<file path="src/rtl/bitstream_pkg.sv">
// Shared types for the bit-stream detector datapath: arbiter FSM states and the beat record.
package bitstream_pkg;

  localparam int MAX_SRC = 16;

  typedef enum logic [0:0] {
    IDLE = 1'b0,
    LOCK = 1'b1
  } arb_state_t;

  typedef struct packed {
    logic sop;
    logic eop;
    logic data;
  } beat_t;

endpackage

</file>
<file path="src/rtl/bitstream_pkt_arbiter_if.sv">
// Source-side and detector-side stream bundle of the packet arbiter.
interface bitstream_pkt_arbiter_if #(
  parameter int N_SRC = 4,
  parameter int CH_W  = $clog2(N_SRC)
);
  logic [N_SRC-1:0] s_valid;
  logic [N_SRC-1:0] s_sop;
  logic [N_SRC-1:0] s_eop;
  logic [N_SRC-1:0] s_data;
  logic [N_SRC-1:0] s_ready;
  logic             m_ready;
  logic             m_valid;
  logic             m_sop;
  logic             m_eop;
  logic             m_data;
  logic [CH_W-1:0]  m_chan;
  logic             err_orphan;
  logic             err_sop;

  // master: sources plus downstream detector; slave: the arbiter
  modport master (
    output s_valid, s_sop, s_eop, s_data, m_ready,
    input  s_ready, m_valid, m_sop, m_eop, m_data, m_chan, err_orphan, err_sop
  );

  modport slave (
    input  s_valid, s_sop, s_eop, s_data, m_ready,
    output s_ready, m_valid, m_sop, m_eop, m_data, m_chan, err_orphan, err_sop
  );
endinterface

</file>
<file path="src/rtl/bitstream_pkt_arbiter_rr_pick.sv">
// Round-robin priority search: first set request at or above ptr_i, wrapping modulo N.
module rr_pick #(
  parameter int N = 4,
  parameter int W = $clog2(N)
) (
  input  logic [N-1:0] req_i,
  input  logic [W-1:0] ptr_i,
  output logic [W-1:0] idx_o,
  output logic         found_o
);

  always_comb begin
    logic [W:0] j;
    idx_o   = '0;
    found_o = 1'b0;
    j       = '0;
    for (int k = 0; k < N; k++) begin
      // one spare bit so ptr+k cannot overflow before the wrap
      j = {1'b0, ptr_i} + (W+1)'(k);
      if (j >= (W+1)'(N)) j = j - (W+1)'(N);
      if (!found_o && req_i[j[W-1:0]]) begin
        found_o = 1'b1;
        idx_o   = j[W-1:0];
      end
    end
  end

endmodule

</file>
<file path="src/rtl/bitstream_pkt_arbiter.sv">
// Packet-locked round-robin arbiter feeding one shared single-bit detector pipeline.
module bitstream_pkt_arbiter
  import bitstream_pkg::*;
#(
  parameter int N_SRC = 4,
  parameter int CH_W  = $clog2(N_SRC)
) (
  input logic                    clk,
  input logic                    reset_n,
  bitstream_pkt_arbiter_if.slave bus
);

  localparam logic [0:0] S_IDLE = IDLE;
  localparam logic [0:0] S_LOCK = LOCK;

  logic [0:0]       state_q, state_d;
  logic [CH_W-1:0]  rr_ptr_q, rr_ptr_d;
  logic [CH_W-1:0]  grant_q, grant_d;
  logic [CH_W-1:0]  chan_q, chan_d;
  beat_t            beat_q, beat_d;
  logic             m_valid_q, m_valid_d;
  logic             first_q, first_d;
  logic             err_orphan_q, err_orphan_d;
  logic             err_sop_q, err_sop_d;

  logic [N_SRC-1:0] s_ready;
  logic [N_SRC-1:0] sop_req;
  logic [CH_W-1:0]  pick_idx;
  logic             pick_found;
  logic             xfer;

  assign sop_req = bus.s_valid & bus.s_sop;

  rr_pick #(.N(N_SRC), .W(CH_W)) u_pick (
    .req_i   (sop_req),
    .ptr_i   (rr_ptr_q),
    .idx_o   (pick_idx),
    .found_o (pick_found)
  );

  // Orphans drain freely in IDLE so a source can never wedge; the winner waits a cycle.
  always_comb begin
    s_ready = '0;
    if (reset_n) begin
      if (state_q == S_IDLE) s_ready = bus.s_valid & ~bus.s_sop;
      else                   s_ready[grant_q] = !m_valid_q || bus.m_ready;
    end
  end

  assign xfer = (state_q == S_LOCK) && bus.s_valid[grant_q] && s_ready[grant_q];

  always_comb begin
    state_d      = state_q;
    rr_ptr_d     = rr_ptr_q;
    grant_d      = grant_q;
    chan_d       = chan_q;
    beat_d       = beat_q;
    m_valid_d    = m_valid_q;
    first_d      = first_q;
    err_orphan_d = 1'b0;
    err_sop_d    = 1'b0;

    if (m_valid_q && bus.m_ready) m_valid_d = 1'b0;

    if (state_q == S_IDLE) begin
      err_orphan_d = |(bus.s_valid & ~bus.s_sop);
      if (pick_found) begin
        grant_d = pick_idx;
        state_d = S_LOCK;
        first_d = 1'b1;
      end
    end else if (xfer) begin
      beat_d.sop = bus.s_sop[grant_q];
      beat_d.eop = bus.s_eop[grant_q];
      beat_d.data = bus.s_data[grant_q];
      chan_d     = grant_q;
      m_valid_d  = 1'b1;
      first_d    = 1'b0;
      // a repeated sop is passed through; only eop releases the lock
      err_sop_d  = bus.s_sop[grant_q] && !first_q;
      if (bus.s_eop[grant_q]) begin
        state_d  = S_IDLE;
        rr_ptr_d = (grant_q == CH_W'(N_SRC-1)) ? '0 : grant_q + CH_W'(1);
      end
    end
  end

  always_ff @(posedge clk) begin
    if (!reset_n) begin
      state_q      <= S_IDLE;
      rr_ptr_q     <= '0;
      grant_q      <= '0;
      chan_q       <= '0;
      beat_q       <= '0;
      m_valid_q    <= 1'b0;
      first_q      <= 1'b0;
      err_orphan_q <= 1'b0;
      err_sop_q    <= 1'b0;
    end else begin
      state_q      <= state_d;
      rr_ptr_q     <= rr_ptr_d;
      grant_q      <= grant_d;
      chan_q       <= chan_d;
      beat_q       <= beat_d;
      m_valid_q    <= m_valid_d;
      first_q      <= first_d;
      err_orphan_q <= err_orphan_d;
      err_sop_q    <= err_sop_d;
    end
  end

  assign bus.s_ready    = s_ready;
  assign bus.m_valid    = m_valid_q;
  assign bus.m_sop      = beat_q.sop;
  assign bus.m_eop      = beat_q.eop;
  assign bus.m_data     = beat_q.data;
  assign bus.m_chan     = chan_q;
  assign bus.err_orphan = err_orphan_q;
  assign bus.err_sop    = err_sop_q;

endmodule

</file>
<file path="src/flat_wrapper.sv">
// flat-port wrapper written by rule: the top's interface ports become plain ports
module bitstream_pkt_arbiter_flat import bitstream_pkg::*;
#(
  parameter int N_SRC = 4,
  parameter int CH_W  = $clog2(N_SRC)
)
  (clk, reset_n, bus_s_valid, bus_s_sop, bus_s_eop, bus_s_data, bus_m_ready, bus_s_ready, bus_m_valid, bus_m_sop, bus_m_eop, bus_m_data, bus_m_chan, bus_err_orphan, bus_err_sop);
  bitstream_pkt_arbiter_if #(.N_SRC(N_SRC), .CH_W(CH_W)) bus_i ();
  input logic clk;
  input logic reset_n;
  input wire logic [$bits(bus_i.s_valid)-1:0] bus_s_valid;
  input wire logic [$bits(bus_i.s_sop)-1:0] bus_s_sop;
  input wire logic [$bits(bus_i.s_eop)-1:0] bus_s_eop;
  input wire logic [$bits(bus_i.s_data)-1:0] bus_s_data;
  input wire logic [$bits(bus_i.m_ready)-1:0] bus_m_ready;
  output wire logic [$bits(bus_i.s_ready)-1:0] bus_s_ready;
  output wire logic [$bits(bus_i.m_valid)-1:0] bus_m_valid;
  output wire logic [$bits(bus_i.m_sop)-1:0] bus_m_sop;
  output wire logic [$bits(bus_i.m_eop)-1:0] bus_m_eop;
  output wire logic [$bits(bus_i.m_data)-1:0] bus_m_data;
  output wire logic [$bits(bus_i.m_chan)-1:0] bus_m_chan;
  output wire logic [$bits(bus_i.err_orphan)-1:0] bus_err_orphan;
  output wire logic [$bits(bus_i.err_sop)-1:0] bus_err_sop;
  assign bus_i.s_valid = bus_s_valid;
  assign bus_i.s_sop = bus_s_sop;
  assign bus_i.s_eop = bus_s_eop;
  assign bus_i.s_data = bus_s_data;
  assign bus_i.m_ready = bus_m_ready;
  assign bus_s_ready = bus_i.s_ready;
  assign bus_m_valid = bus_i.m_valid;
  assign bus_m_sop = bus_i.m_sop;
  assign bus_m_eop = bus_i.m_eop;
  assign bus_m_data = bus_i.m_data;
  assign bus_m_chan = bus_i.m_chan;
  assign bus_err_orphan = bus_i.err_orphan;
  assign bus_err_sop = bus_i.err_sop;
  bitstream_pkt_arbiter #(.N_SRC(N_SRC), .CH_W(CH_W)) u_core (.clk(clk), .reset_n(reset_n), .bus(bus_i));
endmodule
</file>
<file path="config.mk">
export PLATFORM = sky130hd
export DESIGN_NAME = bitstream_pkt_arbiter_flat
export DESIGN_NICKNAME = d
export VERILOG_FILES = /design/src/rtl/bitstream_pkg.sv /design/src/rtl/bitstream_pkt_arbiter_if.sv /design/src/rtl/bitstream_pkt_arbiter_rr_pick.sv /design/src/rtl/bitstream_pkt_arbiter.sv /design/src/flat_wrapper.sv
export SDC_FILE = /design/constraint.sdc
export NUM_CORES = 1
export LEC_CHECK = 0
export ABC_CLOCK_PERIOD_IN_PS = 2700
export CAP_MARGIN = 10
export CORE_MARGIN = 5
export CORE_UTILIZATION = 49
export DETAILED_ROUTE_END_ITERATION = 16
export PLACE_DENSITY = 0.83
export SLEW_MARGIN = 40
export SYNTH_ARGS = -nofsm -noshare
export SYNTH_HDL_FRONTEND = slang
export SYNTH_HIERARCHICAL = 1
export SYNTH_SLANG_ARGS = --single-unit
export TNS_END_PERCENT = 100
</file>
<file path="constraint.sdc">
create_clock -name clk -period 2.7 [get_ports clk]
set_clock_uncertainty 0.1 [all_clocks]
set_input_delay 0.54 -clock clk [delete_from_list [all_inputs] [get_ports clk]]
set_output_delay 0.54 -clock clk [all_outputs]
set_load 0.05 [all_outputs]
</file>
# ---- Word level (Yosys, flattened, before mapping)
# Index checks and enable logic that the tools add are counted.
dict set report op_classes {
  n_eq_ne 2
  order_cmp 10
  n_reduce_logical 22
  mux 45
  addsub 8
  bitwise_logic 6
}
# operator count
set ops {}
lappend ops {{$mux W1} 24}
lappend ops {{$bmux W1 S2} 9}
lappend ops {{$mux W2} 9}
lappend ops {{$lt A2 B3 Y1 const B} 5}
lappend ops {{$and A4 B4 Y4} 3}
lappend ops {{$ge A3 B3 Y1 const B} 3}
lappend ops {{$logic_and A1 B1 Y1} 8}
lappend ops {{$mux W4} 2}
lappend ops {{$sub A2 B1 Y2 const B} 4}
lappend ops {{$add A2 B2 Y3 const B} 2}
lappend ops {{$reduce_and A2 Y1} 3}
lappend ops {{$reduce_and A3 Y1} 2}
lappend ops {{$logic_not A1 Y1} 5}
lappend ops {{$not A4 Y4} 1}
lappend ops {{$reduce_or A4 Y1} 1}
lappend ops {{$add A2 B1 Y3 const B} 1}
lappend ops {{$ge A2 B3 Y1 const B} 1}
lappend ops {{$add A2 B1 Y2 const B} 1}
lappend ops {{$demux W1 S2} 1}
lappend ops {{$eq A2 B2 Y1 const B} 1}
lappend ops {{$ge A2 B1 Y1 const B} 1}
lappend ops {{$ne A2 B2 Y1 const B} 1}
lappend ops {{$not A1 Y1} 2}
lappend ops {{$reduce_bool A2 Y1} 1}
lappend ops {{2 further kinds} 2}
dict set report word_totals {
  register_bits 14
  elab_cells 104
  input_bits 19
  out_inout_bits 12
}

# ---- Longest topological paths before layout
# Gate-level depths: netlist (run 1).
dict set report logic_depth {
  word_depth 16
  mapped_depth 7
  depth_no_buf 7
}

# ---- Modules after synthesis
# The synthesis (run 1) kept the hierarchy.
# mod n_inst seq_area_each_um2 cells_each area_each_um2
set modules_own_cells {}
lappend modules_own_cells {bitstream_pkt_arbiter 1 280.3 95 924.6}
lappend modules_own_cells {rr_pick 1 0.0 15 77.6}

# ---- Worst setup path before layout (run 1)
# OpenSTA, ideal clock, no wires.
dict set report synth_path {
  kind {register to output}
  from {reg u_core.m_valid_q (netlist: u_core/bus.m_valid)}
  to {out bus_s_ready[0]}
  path_slack_ps 635
  t_required_ps 2060
  stages_incl_launch_ff 4
  path_buffers 0
  arrival_time_ps 1425
  path_cell_list {dfxtp_1 nand2b_1 and2_1 a21o_1}
}
dict set report synth_via {
  elab_chain_cells 5
}
# item line_no
set synth_rtl {}
lappend synth_rtl {{start: declaration} bitstream_pkt_arbiter.sv:21} ;# logic m_valid_q, m_valid_d;
lappend synth_rtl {{start signal: assignment} bitstream_pkt_arbiter.sv:105} ;# m_valid_q <= m_valid_d;
lappend synth_rtl {{$logic_not A1 Y1} bitstream_pkt_arbiter.sv:46} ;# else s_ready[grant_q] = !m_valid_q || bus.m_ready;
lappend synth_rtl {{$logic_or A1 B1 Y1} bitstream_pkt_arbiter.sv:46}
lappend synth_rtl {{$and A4 B4 Y4 (no line)} -}
lappend synth_rtl {{$mux W4} bitstream_pkt_arbiter.sv:45} ;# if (state_q == S_IDLE) s_ready = bus.s_valid & ~bus.s_sop;
lappend synth_rtl {{$mux W4} bitstream_pkt_arbiter.sv:44} ;# if (reset_n) begin
lappend synth_rtl {{end: declaration} flat_wrapper.sv:16} ;# output wire logic [$bits(bus_i.s_ready)-1:0] bus_s_ready;
# No other way between the ends.

# ---- Worst setup path after layout (run 1)
dict set report layout_path {
  from {in reset_n}
  to {out bus_s_ready[3]}
}
dict set report layout_via {
  elab_chain_cells 1
}
# item line_no
set layout_rtl {}
lappend layout_rtl {{start: declaration} flat_wrapper.sv:10} ;# input logic reset_n;
lappend layout_rtl {{$mux W4} bitstream_pkt_arbiter.sv:44}
# No other way between the ends.

==> results of run 1 <==
critical path, cell delays in order:
cell,delay [ps]
clkdlybuf4s50_1,500
and2_2,290
and2_1,170
a21o_1,210
buf_12,150
registers in the layout, indices dropped and copies added (netlist names):
register               count
u_core/bus.m_chan          2
u_core/grant_q             2
u_core/rr_ptr_q            2
u_core/bus.err_orphan      1
u_core/bus.err_sop         1
u_core/bus.m_data          1
u_core/bus.m_eop           1
u_core/bus.m_sop           1
u_core/bus.m_valid         1
u_core/first_q             1
u_core/state_q             1
layout by cell type, fill, tap and decap left out, types with 2 or more instances in the layout:
cell and instances:
nor2b_1 4, nand2_1 11, and4bb_2 3, a21oi_1 9
buf_12 4, nand2b_1 4, dfxtp_1 14, a311oi_1 4
clkdlybuf4s50_1 26, clkbuf_4 3, a21o_1 4, nor2_1 5
ha_1 4, inv_1 11, mux4_1 2, mux2i_1 8
and2_1 6
worst max path at each step:
stage / end
5_1_grt: bus_s_ready[3]
3_3_place_gp: bus_s_ready[0]
2_1_floorplan: bus_s_ready[0]
6_report: bus_s_ready[3]
4_1_cts: bus_s_ready[3]
3_5_place_dp: u_core/first_q$_SDFFE_PN0P_
metal layers:
layer / wire [µm] / track usage (%) / vias to the layer above
met4: 63 / 4.86 / 0
met3: 69 / 3.96 / 6
li1: - / - / 455
met1: 1080 / 19.9 / 452
met5: 0 / 0 / -
met2: 1420 / 32.1 / 21
logic make-up (layout without fill, tap and decap cells):
| kind of cell | after synthesis | in the layout | synth area share, % |
|---|---|---|---|
| compound gates | 24 | 24 | 18.4 |
| fa+ha+maj | 4 | 4 | 4.99 |
| buf+inv | 16 | 47 | 7.86 |
| flops | 14 | 14 | 28.0 |
| mux | 12 | 12 | 16.6 |
| simple gates | 40 | 40 | 24.2 |
area by class of cell:
| class | instances | area share, % |
|---|---|---|
| Clock buffer | 4 | 2.62 |
| Tap cell | 27 | 2.44 |
| Sequential cell | 14 | 20.2 |
| Timing Repair Buffer | 31 | 25.1 |
| Inverter | 12 | 3.25 |
| Multi-Input combinational cell | 80 | 46.4 |
power by group:
| group | internal, µW | switching [µW] | total [µW] |
|---|---|---|---|
| registers | 223 | 21.1 | 244 |
| clock network | 81.9 | 66.5 | 148 |
| logic | 109 | 119 | 228 |
stage by stage:
step                std cells  hold slack (ps)  power (µW)  worst slack (ps)  cell area, µm²
finish                    168              358         620               204            1390
detailed placement        164              345         475               211            1350
floorplan                 110              312         388               635            1000
global route              168              377         655               160            1390
global placement          164              320         466               254            1350
CTS                       168              362         625               211            1390
==> impl_results.md, run 1 <==
* Outcome: complete, no violations
* Most common cell in the netlist: dfxtp_1
* Synth unique cells at 34
* Hold depth at 1
* Row cnt at 16
* GRT Util Overall at 17.5%
* Tmin final at 2500 ps
* Skew-Pair Late Insertion Delay at ~270 ps
* TritonCTS Sinks at 14
* Pwr dens at approximately 450 nW/µm²
* Setup Crit Path Kind: input port to primary output
* Period utilization at between 90 and 100%
* RePlAce Congestion at 0.796
* Static power due to leakage at between 0.0005 and 0.0006 µW
* Top Ports at 31
* Max-cap viol count at 0
* IO Port Bufs at 30
* Average wire per standard cell at roughly 16 µm
* DR vias at roughly 930
* Vias/cell at 5.56
* Number of fillers in the final layout at 166
* Reg-to-reg slack, setup at between 400 and 500 ps
* CP Capture Type: primary output
* Total CTS buffers at 3
* Vert. Die Dim at 55.2 µm
* Yosys top cell area share at 28.0%
* Multi-input logic area at 643 µm²
* Clk slew on worst S/H paths at 80 ps
* Crit Path Max Fanout at 6
* Synth cell count leaders: dfxtp_1 (14), inv_1 (11), nand2_1 (11)
* Worst flop-to-flop path startpoint: u_core/grant_q[0]$_SDFFE_PN0P_
* Die area at between 3000 and 4000 µm²
* FF+latch area at between 200 and 300 µm²
* VDD IR-drop max at 383 µV
* CTS tree: yes
* Share of cells above drive strength 1 at around 15%
* Post-synthesis instance area at 1000 µm²
* Setup TNS at 0 ps
* Detail Route Antenna Nets at 0
* Antenna violations before repair at 0
* Reg2reg end: u_core/bus.m_eop$_SDFFE_PN0P_
* Critical Path AT at 1860 ps
* Layout area overhead at 38.3%
* Top cells by area, synth: dfxtp_1 (28%), mux2i_1 (8.0%), mux4_1 (5.2%)
* Initial cell density of the core at 51.1%
* DR iter-0 viols at 12
* N_diodes at 0
* Clock Path Buffers at 2
* Fmax at between 400 and 500 MHz
* Actual slew at the worst max-slew pin at roughly 520 ps
* Largest net degree at the start of global routing at 16
* Slew Limit Headroom at 65.4%
* #FFs+latches synth at 14
* Post-cts resize count at 0
* Final hold viol count at 0
* Unrepaired setup endpoints after global routing: no
* Area leader, netlist: dfxtp_1
* Synth Flop Type: dfxtp_1
* WL final at 2630 µm
* Clk Tree Root Cell: clkbuf_4
* Final nets at 165
* Congestion Overflow GR at 0
* CTS Hold Bufs at 0
* CP startpoint kind: input port
* Final slew viol count at 0
* Yosys warnings at 6
* Asr flop ratio synth at 0%
* H-Tree Depth at 1
* Vias in the first global route at roughly 940
* HPWL Detailed at 2160 µm
* Average size of a mapped cell at 9.11 µm²
* HP Start: u_core/first_q$_SDFFE_PN0P_
* Hold Crit Class: register to register
* Placeable Area at 1960 µm²
* Sequential share of the synthesized area at 28.0%
* Syn Nets at approximately 130
* Post-synth EDFFs at 0
* Die W at 55.2 µm
* DRC errors left at 0
* CP Data Required Time at 2060 ps
* Finished Core Util at 70.7%
* Drt pass-1 iters at 4
* Cells after Synth at 110
* Critical Path Source: reset_n
* Number of setup buffers added after CTS at 0
* Worst r2r path cells at 6
* Hold EP: u_core/bus.err_sop$_SDFF_PN0_
* Global-route wire length before repair at 4350 µm
* Final setup vio count at 0
(Power assumes the default switching activity.)
==> run 2, diff against run 1 <==
==> constraint.sdc (replaced) <==
create_clock -name clk -period 2.7 [get_ports clk]
set_clock_uncertainty 0.1 [all_clocks]
set_input_delay 0.54 -clock clk [delete_from_list [all_inputs] [get_ports clk]]
set_output_delay 0.54 -clock clk [all_outputs]
set_load 0.005 [all_outputs]
==> run 2 against run 1 <==
  * Via count decreased by 0.11%
  * Sequential power decreased by 3%
  * Routed wire length decreased by 2.1%
  * Core utilization increased by 0.51 points
  * Die area unchanged
  * Largest cell class unchanged
  * Critical path depth increased by 1
  * Maximum frequency decreased by 5.7%
==> impl_results.md, run 2 (synthesis results as in run 1) <==
* Die area at 3050 µm² (unchanged)
* CP delay by family, top: buffers and inverters
* Global-route wire length before repair at 4110 µm (-5.5%)
* Share of cells above drive strength 1 at 16.2% (+1.3 points)
* Total power at 535 µW (-14%)
* Average wire per standard cell at 14.7 µm (-6.0%)
* Buffers and inverters on the worst path at 4 (+2)
* Antenna violations before repair at 0 (unchanged)
* Row cnt at 16 (unchanged)
* Final hold viol count at 0 (unchanged)
* Pwr dens at 383 nW/µm² (-14%)
* Congestion Overflow GR at 0 (unchanged)
* Clock Path Buffers at 2 (unchanged)
* Total CTS buffers at 3 (unchanged)
* CP Data Required Time at 2060 ps (about the same)
* Setup TNS at 0 ps (unchanged)
* H-Tree Depth at 1 (unchanged)
* DRC errors left at 0 (unchanged)
* Crit path largest cell delay at 440 ps (-60 ps)
* WL final at 2580 µm (-2.1%)
* Finished Layout Cells at 175 (+4.2%)
* Actual slew at the worst max-slew pin at 288 ps (-230 ps)
* VDD IR-drop max at 338 µV (-12%)
* TritonCTS Sinks at 14 (unchanged)
* DR vias at 933 (-0.11%)
* IO Port Bufs at 30 (unchanged)
* Vias in the first global route at 915 (-2.6%)
* Die W at 55.2 µm (unchanged)
* Critical path's slowest cell: clkdlybuf4s50_1
* Worst path cell trace: clkdlybuf4s50_1, nand2b_1, buf_4, a31oi_4, inv_1, clkdlybuf4s50_1
* Finished Core Util at 71.2% (+0.51 points)
* Outcome: complete, no violations
* Clk Tree Root Cell: clkbuf_4
* Fmax at 378 MHz (-5.7%)
* Max-cap viol count at 0 (unchanged)
* Most common cell after layout, fill and taps aside: clkdlybuf4s50_1
* Critical Path AT at 2010 ps (+150 ps)
* Initial cell density of the core at 51.1% (unchanged)
* Final slew viol count at 0 (unchanged)
* Skew-Pair Late Insertion Delay at 270 ps (about the same)
* Layout area overhead at 39.3%
* Most frequent cells in the layout: clkdlybuf4s50_1 (29), dfxtp_1 (14), inv_1 (11), nand2_1 (11)
* N_diodes at 0 (unchanged)
* Period utilization at 98.1% (+5.6 points)
* GRT Util Overall at 16.9% (-0.59 points)
* Tmin final at 2650 ps (+152 ps)
* Reg-to-reg slack, setup at 770 ps (+310 ps)
* CP Capture Type: primary output
* Cell mode on critical path: clkdlybuf4s50_1
* Top Ports at 31 (unchanged)
* Crit Path Max Fanout at 4 (-2)
* Slew Limit Headroom at 80.8% (+15 points)
* CTS tree: yes
* Hold Crit Class: register to register
* Vert. Die Dim at 55.2 µm (unchanged)
* HPWL Detailed at 2130 µm (-1.5%)
* Final nets at 173 (+4.8%)
* Unrepaired setup endpoints after global routing: no
* Clk slew on worst S/H paths at 70 ps (about the same)
* Setup Crit Path Kind: input port to primary output
* Largest net degree at the start of global routing at 16 (unchanged)
* # placed instances at 172 (+4.9%)
* Placeable Area at 1960 µm² (unchanged)
* Detail Route Antenna Nets at 0 (unchanged)
* Vias/cell at 5.33 (-4.1%)
* Final worst slack at 51.8 ps (-152 ps)
* Number of setup buffers added after CTS at 0 (unchanged)
* CP startpoint kind: input port
* Drt pass-1 iters at 4 (unchanged)
* Dpl ws at 14.8 ps (-196 ps)
* Static power due to leakage at 0.000617 µW (+3.8%)
* RePlAce Congestion at 0.892 (+12%)
* Final setup vio count at 0 (unchanged)
* DR iter-0 viols at 23 (+11)
-- run 2: per-layer routing --
layer	part of all wire (%)	up-vias	global-route usage (%)
li1	-	467	-
met1	41	442	19.0
met2	54	20	30.7
met3	3.9	4	4.90
met4	1.0	0	4.17
met5	0	-	0
-- run 2: area by class of cell --
cell class                 instances  area, µm²
clock buffer                       3       22.5
fill                             182        566
inverter                          12       45.0
multi-input combinational         80        644
sequential                        14        280
tap                               27       33.8
timing repair buffer              39        370
-- run 2: final timing paths --
kind | start | to | cells past startpoint
worst max-delay path | bus_m_ready | bus_s_ready[1] | 6
worst min-delay path | u_core/first_q$_SDFFE_PN0P_ | u_core/bus.err_sop$_SDFF_PN0_ | 1
worst max register to register | u_core/grant_q[0]$_SDFFE_PN0P_ | u_core/first_q$_SDFFE_PN0P_ | 6
worst min register to register | u_core/first_q$_SDFFE_PN0P_ | u_core/bus.err_sop$_SDFF_PN0_ | 1
-- run 2: per-stage QoR --
stage | hold WS (ps) | area, µm²
2_1_floorplan | 312 | 1000
3_3_place_gp | 320 | 1370
3_5_place_dp | 329 | 1370
4_1_cts | 340 | 1390
5_1_grt | 357 | 1400
6_report | 338 | 1400
-- run 2: what timing repair did --
item / in CTS / in global routing
hold buffers: 0 / 0
endpoints found under the setup margin: 0 / 4
resized for setup: 0 / 2
-- run 2: report_power, final --
group          total (µW)  switching (µW)  internal (µW)
Sequential            237            14.4            223
Combinational         187            79.0            108
Clock                 111            59.5           51.6
-- run 2: worst reg2reg max path, delay by kind of cell, from the launching register on --
kind / cells / cell delay, ps
AO/OA/AOI/OAI: 3 / 710
flip-flops: 1 / 380
AND/OR/NAND/NOR: 1 / 230
buffers and inverters: 1 / 200
adder cells (fa/ha/maj): 1 / 200
==> run 3, diff against run 2 <==
--- a/config.mk
+++ b/config.mk
@@ -5,7 +5,7 @@
 export SDC_FILE = /design/constraint.sdc
 export NUM_CORES = 1
 export LEC_CHECK = 0
-export ABC_CLOCK_PERIOD_IN_PS = 2700
+export ABC_CLOCK_PERIOD_IN_PS = 3200
 export CAP_MARGIN = 10
 export CORE_MARGIN = 5
 export CORE_UTILIZATION = 49
==> constraint.sdc (replaced) <==
create_clock -name clk -period 3.2 [get_ports clk]
set_clock_uncertainty 0.1 [all_clocks]
set_input_delay 0.64 -clock clk [delete_from_list [all_inputs] [get_ports clk]]
set_output_delay 0.64 -clock clk [all_outputs]
set_load 0.005 [all_outputs]
==> run 3 against run 2 <==
  * Register-to-register slack improved by 260 ps
  * Final cell count fell by 4.0%
  * Combinational power fell by 23%
  * Core utilization fell by 2.9 points
  * First-iteration DRC count fell by 22%
  * Critical endpoint is now bus_s_ready[2]
==> impl_results.md, run 3 (synthesis results as in run 1) <==
* VDD IR-drop max at 252 µV (-26%)
* Final worst slack at 204 ps (+152 ps)
* Tmin final at around 3000 ps
* Crit path largest cell delay at 550 ps (+110 ps)
* Post-cts resize count at 0 (unchanged)
* Most common cell after layout, fill and taps aside: clkdlybuf4s50_1
* Clk slew on worst S/H paths at 80 ps (about the same)
* CP startpoint kind: input port
* Global-route wire length before repair at 4240 µm (+3.0%)
* Number of setup buffers added after CTS at 0 (unchanged)
* DRC errors left at 0 (unchanged)
* Dpl ws at 209 ps (+195 ps)
* Slew Limit Headroom at 65.3% (-15 points)
* CP Capture Type: primary output
* Crit Path Max Fanout at 6 (+2)
* Actual slew at the worst max-slew pin at 520 ps (+232 ps)
* Net Sw Frac at 29.4% (+0.89 points)
* HPWL Detailed at 2110 µm (-0.99%)
* Vias in the first global route at 929 (+1.5%)
* Static power due to leakage at 0.000572 µW (-7.3%)
* Max-cap viol count at 0 (unchanged)
* Vert. Die Dim at 55.2 µm (unchanged)
* Final setup vio count at 0 (unchanged)
* Final slew viol count at 0 (unchanged)
* Multi-input logic area at 643 µm² (-0.19%)
* Worst flop-to-flop path startpoint: u_core/grant_q[0]$_SDFFE_PN0P_
* Drt pass-1 iters at 4 (unchanged)
* Switching power total at 131 µW (-14%)
* DR vias at 924 (-0.96%)
* Detail Route Antenna Nets at 0 (unchanged)
* Critical path's slowest cell: clkdlybuf4s50_1
* Worst path cell trace: clkdlybuf4s50_1, and2_2, and2_1, a21o_1, clkdlybuf4s50_1
* Initial cell density of the core at 51.1% (unchanged)
* Largest net degree at the start of global routing at 16 (unchanged)
* Setup Crit Path Kind: input port to primary output
* Die W at 55.2 µm (unchanged)
* Share of cells above drive strength 1 at 12.1% (-4.2 points)
* Antenna violations before repair at 0 (unchanged)
* Top Ports at 31 (unchanged)
* Number of fillers in the final layout at 167 (-8.2%)
* Hold Crit Class: register to register
* H-Tree Depth at 1 (unchanged)
* Congestion Overflow GR at 0 (unchanged)
* Buffers and inverters on the worst path at 2 (-2)
* GRT Util Overall at 17.1% (+0.19 points)
* Setup TNS at 0 ps (unchanged)
* Clock Path Buffers at 2 (unchanged)
* Placeable Area at 1960 µm² (unchanged)
* CTS Hold Bufs at 0 (unchanged)
* Unrepaired setup endpoints after global routing: no
* CP Data Required Time at 2460 ps (+400 ps)
* Average wire per standard cell at 15.1 µm (+3.0%)
* Die area at 3050 µm² (unchanged)
* Gate power share at 32.3% (-2.6 points)
* Cell mode on critical path: clkdlybuf4s50_1
* Clock share of power at 21.6% (+0.9 points)
* Skew-Pair Late Insertion Delay at 280 ps (about the same)
* FF+latch area at 280 µm² (unchanged)
* Final hold viol count at 0 (unchanged)
* N_diodes at 0 (unchanged)
* Pwr dens at 333 nW/µm² (-13%)
* RePlAce Congestion at 0.863 (-3.3%)
* Vias/cell at 5.50 (+3.2%)
* TritonCTS Sinks at 14 (unchanged)
* Period utilization at 93.6%
* CP delay by family, top: buffers and inverters
* Most frequent cells in the layout: clkdlybuf4s50_1 (30), dfxtp_1 (14), inv_1 (11), nand2_1 (11), a21oi_1 (9)
* Clk Tree Root Cell: clkbuf_4
* IO Port Bufs at 30 (unchanged)
* Critical Path AT at 2260 ps (+250 ps)
* Fmax at 334 MHz
* Flop pwr share at 46.1% (+1.8 points)
* Hold_ws at 343 ps (+5.45 ps)
* Final nets at 166 (-4.0%)
* WL final at 2550 µm (-1.2%)
* Critical Path Source: reset_n
* P_int at 315 µW (-18%)
* Total CTS buffers at 3 (unchanged)
* CTS tree: yes
* DR iter-0 viols at 18 (-22%)
* Outcome: complete, no violations
* Row cnt at 16 (unchanged)
* Layout area overhead at 33.7%
* HP Start: u_core/first_q$_SDFFE_PN0P_
run 3: changes by cell type in the layout (fill, tap and decap cells not counted):
cell | before | now
clkdlybuf4s50_1 | 29 | 30
and2_4 | 1 | 0
and2_2 | 0 | 1
dlymetal6s2s_1 | 1 | 0
buf_4 | 9 | 2
run 3: power groups by stage:
stage / Combinational (µW) / Clock [µW] / Sequential [µW]
after CTS: 145 / 99.1 / 205
after global routing: 157 / 106 / 208
final: 144 / 96.6 / 206
after detailed placement: 144 / 0 / 209
after floorplan: 88.6 / 0 / 202
after global placement: 139 / 0 / 208
run 3: worst paths after layout:
check,end,slack [ps],cells after the start
worst max register to register,u_core/rr_ptr_q[0]$_SDFFE_PN0P_,1030,6
worst min-delay path,u_core/bus.err_sop$_SDFF_PN0_,340,1
worst min register to register,u_core/bus.err_sop$_SDFF_PN0_,340,1
worst max-delay path,bus_s_ready[2],200,5
run 3: through the flow:
step / instance area, µm² / util (%) / cells / total power, µW
after floorplan: 1000 / - / 110 / 291
after global placement: 1320 / 67.2 / 165 / 347
after detailed placement: 1320 / 67.2 / 165 / 354
after CTS: 1340 / 68.3 / 168 / 449
after global routing: 1340 / 68.3 / 168 / 471
final: 1340 / 68.3 / 168 / 446
run 3: cell type report:
cell class,count,share of cell area [%]
Clock buffer,3,1.68
Inverter,12,3.36
Multi-Input combinational cell,80,48.0
Sequential cell,14,20.9
Tap cell,27,2.52
Timing Repair Buffer,32,23.5
run 3: worst register-to-register path, delay by kind of cell (launching register included):
family | cells | cell delay [ps]
adders and majority gates | 1 | 290
buffers and inverters | 1 | 210
muxes | 1 | 210
and+or+nand+nor | 1 | 250
AOI/OAI and AO/OA | 2 | 400
DFF | 1 | 650
run 3: routing by layer:
layer  track usage, %  vias up  wire, µm
li1                 -      455         -
met1             18.5      441       950
met2             32.6       26      1450
met3             4.90        2       133
met4             3.13        0        15
met5                0        -         0
